<file path="src/rtl/pixel_row_streamer.sv">
`default_nettype none
// ============================================================================
//  Module   : pixel_row_streamer
//  Brief    : Streams a band of image rows from a synchronous pixel RAM in
//             raster order, tagging each pixel with its row and column.
//  Revision : 1.0  initial release
// ============================================================================
module pixel_row_streamer #(
    parameter int PIXEL_W = 12,
    parameter int COL_LEN = 640,
    parameter int ROW_LEN = 480,
    parameter int ROW_W   = 10,
    parameter int COL_W   = 10,
    parameter int ADDR_W  = 19
) (
    input  logic               clk_i,
    input  logic               rst_i,
    input  logic               start_i,
    input  logic [ROW_W-1:0]   row_select_i,
    input  logic [ROW_W-1:0]   range_size_i,
    output logic               mem_rd_en_o,
    output logic [ADDR_W-1:0]  mem_addr_o,
    input  logic [PIXEL_W-1:0] mem_rd_data_i,
    output logic [PIXEL_W-1:0] pixel_o,
    output logic [ROW_W-1:0]   row_index_o,
    output logic [COL_W-1:0]   column_index_o,
    output logic               strobe_o,
    input  logic               ready_i,
    output logic               busy_o,
    output logic               done_o
);

    localparam int E_W = PIXEL_W + ROW_W + COL_W;

    localparam logic [ROW_W:0]    c_ROW_LEN  = (ROW_W+1)'(ROW_LEN);
    localparam logic [ROW_W:0]    c_ONE_R    = (ROW_W+1)'(1);
    localparam logic [COL_W-1:0]  c_COL_LAST = COL_W'(COL_LEN - 1);
    localparam logic [ADDR_W-1:0] c_COL_LEN  = ADDR_W'(COL_LEN);

    typedef enum logic [1:0] {
        S_IDLE = 2'd0,
        S_RUN  = 2'd1,
        S_DONE = 2'd2
    } state_t;

    state_t             state_q;
    logic [ADDR_W-1:0]  addr_q;
    logic [ROW_W-1:0]   rd_row_q;
    logic [COL_W-1:0]   rd_col_q;
    logic [ROW_W:0]     end_row_q;
    logic               remain_q;
    logic               infl_q;
    logic [ROW_W-1:0]   infl_row_q;
    logic [COL_W-1:0]   infl_col_q;
    logic [E_W-1:0]     b0_q, b1_q, b0_d, b1_d;
    logic [1:0]         cnt_q, cnt_d;
    logic               busy_q;
    logic               done_q;

    logic               w_pop;
    logic               w_push;
    logic [2:0]         w_occ;
    logic               w_rd_en;
    logic               w_last_rd;
    logic               w_drain;
    logic               w_clip;
    logic [ROW_W:0]     w_sum;
    logic [ROW_W:0]     w_end;
    logic [E_W-1:0]     w_new;

    assign w_pop   = (cnt_q != 2'd0) && ready_i;
    assign w_push  = infl_q;
    assign w_occ   = {1'b0, cnt_q} + {2'b00, infl_q} - {2'b00, w_pop};
    assign w_rd_en = (state_q == S_RUN) && remain_q && (w_occ < 3'd2);

    assign w_last_rd = (rd_col_q == c_COL_LAST) && (({1'b0, rd_row_q} + c_ONE_R) == end_row_q);
    // Band is finished once nothing is left to read and the buffer empties this cycle
    assign w_drain   = !remain_q && !infl_q && (cnt_q == (w_pop ? 2'd1 : 2'd0));

    assign w_sum  = {1'b0, row_select_i} + {1'b0, range_size_i};
    assign w_end  = (w_sum > c_ROW_LEN) ? c_ROW_LEN : w_sum;
    assign w_clip = (range_size_i == '0) || ({1'b0, row_select_i} >= c_ROW_LEN);
    assign w_new  = {mem_rd_data_i, infl_row_q, infl_col_q};

    always_comb begin
        b0_d  = b0_q;
        b1_d  = b1_q;
        cnt_d = cnt_q;
        case ({w_push, w_pop})
            2'b01: begin
                b0_d  = b1_q;
                cnt_d = cnt_q - 2'd1;
            end
            2'b10: begin
                if (cnt_q == 2'd0) b0_d = w_new;
                else               b1_d = w_new;
                cnt_d = cnt_q + 2'd1;
            end
            2'b11: begin
                if (cnt_q == 2'd1) begin
                    b0_d = w_new;
                end else begin
                    b0_d = b1_q;
                    b1_d = w_new;
                end
            end
            default: ;
        endcase
    end

    always_ff @(posedge clk_i) begin
        if (rst_i) begin
            state_q    <= S_IDLE;
            addr_q     <= '0;
            rd_row_q   <= '0;
            rd_col_q   <= '0;
            end_row_q  <= '0;
            remain_q   <= 1'b0;
            infl_q     <= 1'b0;
            infl_row_q <= '0;
            infl_col_q <= '0;
            b0_q       <= '0;
            b1_q       <= '0;
            cnt_q      <= 2'd0;
            busy_q     <= 1'b0;
            done_q     <= 1'b0;
        end else begin
            b0_q   <= b0_d;
            b1_q   <= b1_d;
            cnt_q  <= cnt_d;
            infl_q <= w_rd_en;
            if (w_rd_en) begin
                infl_row_q <= rd_row_q;
                infl_col_q <= rd_col_q;
                // Address and tags stay on the final pixel rather than run past the band
                if (w_last_rd) begin
                    remain_q <= 1'b0;
                end else begin
                    addr_q <= addr_q + ADDR_W'(1);
                    if (rd_col_q == c_COL_LAST) begin
                        rd_col_q <= '0;
                        rd_row_q <= rd_row_q + ROW_W'(1);
                    end else begin
                        rd_col_q <= rd_col_q + COL_W'(1);
                    end
                end
            end

            case (state_q)
                S_IDLE: begin
                    done_q <= 1'b0;
                    if (start_i) begin
                        busy_q <= 1'b1;
                        if (w_clip) begin
                            state_q <= S_DONE;
                            done_q  <= 1'b1;
                        end else begin
                            state_q   <= S_RUN;
                            addr_q    <= ADDR_W'(row_select_i) * c_COL_LEN;
                            rd_row_q  <= row_select_i;
                            rd_col_q  <= '0;
                            end_row_q <= w_end;
                            remain_q  <= 1'b1;
                        end
                    end
                end
                S_RUN: begin
                    if (w_drain) begin
                        state_q <= S_DONE;
                        done_q  <= 1'b1;
                    end
                end
                S_DONE: begin
                    state_q <= S_IDLE;
                    busy_q  <= 1'b0;
                    done_q  <= 1'b0;
                end
                default: begin
                    state_q <= S_IDLE;
                    busy_q  <= 1'b0;
                    done_q  <= 1'b0;
                end
            endcase
        end
    end

    assign {pixel_o, row_index_o, column_index_o} = b0_q;
    assign strobe_o    = (cnt_q != 2'd0);
    assign mem_rd_en_o = w_rd_en;
    assign mem_addr_o  = addr_q;
    assign busy_o      = busy_q;
    assign done_o      = done_q;

endmodule
`default_nettype wire

</file>
<file path="config.mk">
export PLATFORM = sky130hd
export DESIGN_NAME = pixel_row_streamer
export DESIGN_NICKNAME = d
export VERILOG_FILES = /design/src/rtl/pixel_row_streamer.sv
export SDC_FILE = /design/constraint.sdc
export NUM_CORES = 1
export LEC_CHECK = 0
export ABC_AREA = 1
export BUFFER_PORTS_ARGS = -buffer_cell sky130_fd_sc_hd__buf_2
export CAP_MARGIN = 20
export CORE_MARGIN = 2
export CORE_UTILIZATION = 63
export DETAILED_ROUTE_END_ITERATION = 8
export GPL_TIMING_DRIVEN = 0
export PLACE_DENSITY = 0.86
export REMOVE_ABC_BUFFERS = 1
export SYNTH_ARGS = -nofsm -noshare
export SYNTH_HDL_FRONTEND = slang
export SYNTH_SLANG_ARGS = --single-unit
</file>
<file path="constraint.sdc">
create_clock -name clk_i -period 4.6 [get_ports clk_i]
set_clock_uncertainty 0.05 [all_clocks]
set_input_delay 0.92 -clock clk_i [delete_from_list [all_inputs] [get_ports clk_i]]
set_output_delay 0.92 -clock clk_i [all_outputs]
set_load 0.1 [all_outputs]
</file>
==> results.tsv <==
metric	value	unit
CP Max Fanout	32	
port buffer count	90	
clock slew at reported path FFs	0.06	ns
static leakage power	4.11	nW
Comb pwr share	0.306	
worst-skew pair later-pin latency	0.42	ns
P_int	0.00243	W
pin count of the biggest net entering global routing	83	
peak supply drop	0.304	mV
critical path launch point type	flop	
GR Util All Layers	0.278	
most common cell after layout, fill and taps aside	nand2_1	
crit path time final	4.35	ns
Fin. Hold Viols	0	
# setup viols final	0	
worst hold path class	flop to flop	
register area share after synthesis	0.373	
setup slack at placement	-0.130	ns
cts hold-fix bufs	0	
yosys warns	0	
met3 usage	0.0701	
register share of total power	0.351	
Core ar.	0.0119	mm2
starting density of the core	0.640	
power per cell area	454	mW/mm2
mapped cell area	0.00762	mm2
period utilization	0.945	
met2 usage	0.462	
clock buffer depth	2	
Filler cells	941	
FMAX	0.230	GHz
vias in the first global route	6667	
via count	7265	
CP Class	flop to output pin	
clock power share	0.343	
switching power	0.00157	W
Finished Layout Cells	1325	
Sw Ratio	0.393	
postcts setup bufs	0	
Nets	1238	
required time worst endpoint	3.63	ns
outcome	finished, final reports clean	
Die Width	114	um
final worst slack	0.253	ns
Tightest Pin Transition	1.07	ns
Root Driver	clkbuf_16	
synth unique cells	42	
GP Congestion	0.909	
fin. max-slew vios	0	
FF+latch count, synth	142	
most frequent cells in the layout	200 x nand2_1, 182 x inv_1, 142 x dfxtp_1	
n_diodes	0	
RSZ-0062 raised after global routing	false	
CTS tree	yes	
Sink Count	142	
die area	0.0130	mm2
post-route ant nets	0	
worst endpoint data arrival time	3.38	ns
num rows	40	
Pwr Total	0.00400	W
GRT Max-Usage Layer	met2	
Via density	5.48	
final WL	17500	um
Syn-to-layout area delta	15.5	%
Max Cap Viol	0	
global route total overflow	0	
total CTS buffers	17	
post-DP HPWL	11800	um
DRT iter0 DRCs	617	
share of layout cells above drive strength 1	0.138	
antenna violations before repair	0	
post-synthesis cell count	1093	
CTS H-Tree Depth	4	
GRT met1 Usage	0.351	
first-pass GRT wire length	29500	um
Critical Path End Type	output pin	
drt drc	0	
num ports	91	
Slew Limit Headroom	0.280	
placed cell count	1293	
Routed WL per cell	13.2	um
Die Span Y	114	um
First-pass DRT Iterations	7	
post-synthesis average cell area	6.98	um2
-- power groups by stage --
stage	clock, W	sequential [W]	combinational, W
floorplan	0	0.00200	0.000419
global placement	0	0.00143	0.00119
detailed placement	0	0.00143	0.00121
CTS	0.00138	0.00140	0.00122
global route	0.00145	0.00142	0.00131
finish	0.00137	0.00140	0.00122
-- final cells by class --
class	instances	area [um2]	area share
Multi-Input combinational cell	717	3890	0.442
Sequential cell	142	2840	0.323
Tap cell	147	184	0.0209
Clock buffer	21	460	0.0523
Inverter	189	716	0.0813
Timing Repair Buffer	98	577	0.0655
Clock inverter	11	131	0.0149
-- what timing repair did --
action                                  4_1_cts  5_1_grt
endpoints found under the setup margin        1        1
cloned                                        0        0
resized for setup                             3        2
-- flip-flops by register name (all words and copies together) (netlist names), 2 cells and up --
| signal | flops |
|---|---|
| state_q | 2 |
| rd_row_q | 10 |
| end_row_q | 11 |
| infl_row_q | 10 |
| rd_col_q | 10 |
| infl_col_q | 10 |
| cnt_q | 2 |
| mem_addr_o | 19 |
| b1_q | 32 |
| b0_q | 32 |
-- stage by stage --
step                      hold slack (ns)  setup TNS, ns  area (um2)   util
final                               0.395              0        8800  0.739
after global routing                0.407              0        8800  0.739
after CTS                           0.396              0        8800  0.739
after detailed placement            0.387         -0.130        8200  0.688
after global placement              0.385         -21.42        8060  0.677
after floorplan                     0.377          -2.02        7430      -
-- critical path, stage by stage (launching register included) --
cell	delay [ns]
dfxtp_1	0.33
inv_1	0.16
ha_1	0.22
inv_1	0.06
nand2_1	0.10
inv_1	0.08
ha_1	0.29
inv_1	0.06
nand2_1	0.06
fa_1	0.49
nand2_1	0.05
nor2_1	0.13
nand2_2	0.20
buf_16	0.23
inv_6	0.21
buf_6	0.26
-- synth_stat cells, drive strengths merged --
| cell type | n | area share |
|---|---|---|
| nand2 | 208 | 0.10 |
| inv | 188 | 0.093 |
| dfxtp | 142 | 0.37 |
| o21ai | 108 | 0.071 |
| nor2 | 93 | 0.050 |
| a21oi | 92 | 0.060 |
| nand3 | 68 | 0.047 |
| clkbuf | 35 | 0.017 |
| ha | 34 | 0.056 |
| o221ai | 33 | 0.038 |
| nand4 | 20 | 0.018 |
| nor3 | 13 | 0.0092 |
| xor2 | 12 | 0.014 |
| buf | 10 | 0.0089 |
| a31oi | 6 | 0.0049 |
| nand3b | 4 | 0.0039 |
| nor4 | 4 | 0.0033 |
| a211oi | 3 | 0.0030 |
| fa | 3 | 0.0079 |
| or2 | 3 | 0.0025 |
| a21o | 2 | 0.0020 |
| o211ai | 2 | 0.0020 |
| o21bai | 2 | 0.0020 |
| xnor2 | 2 | 0.0023 |
| a221oi | 1 | 0.0020 |
| a41oi | 1 | 0.0011 |
| clkinv | 1 | 0.00049 |
| nor3b | 1 | 0.00098 |
| o21a | 1 | 0.00098 |
| o22ai | 1 | 0.00082 |
-- final timing paths --
kind         slack [ns]  cells past startpoint      from        endpoint
min reg2reg        0.40                      2  b1_q[28]        b1_q[28]
max                0.25                     15  cnt_q[1]     mem_rd_en_o
min                0.40                      2  b1_q[28]        b1_q[28]
max reg2reg        0.64                     21  cnt_q[1]  mem_addr_o[14]
-- logic make-up (layout without fill, tap and decap cells) --
group                    after synthesis  after routing  share of synthesized area
AND/OR/NAND/NOR                      414            414                      0.240
AO/OA/AOI/OAI                        252            252                      0.188
buffers and inverters                234            319                      0.119
flip-flops                           142            142                      0.373
adder cells (fa/ha/maj)               37             37                     0.0637
XOR/XNOR                              14             14                     0.0161
-- routing by layer --
layer  up-vias  wire length [um]
met2       233              8370
met3        32               961
met5         -                 0
met1      3260              7810
li1       3740                 -
met4         0               340
No activity file was read; power rests on OpenSTA's default activity.
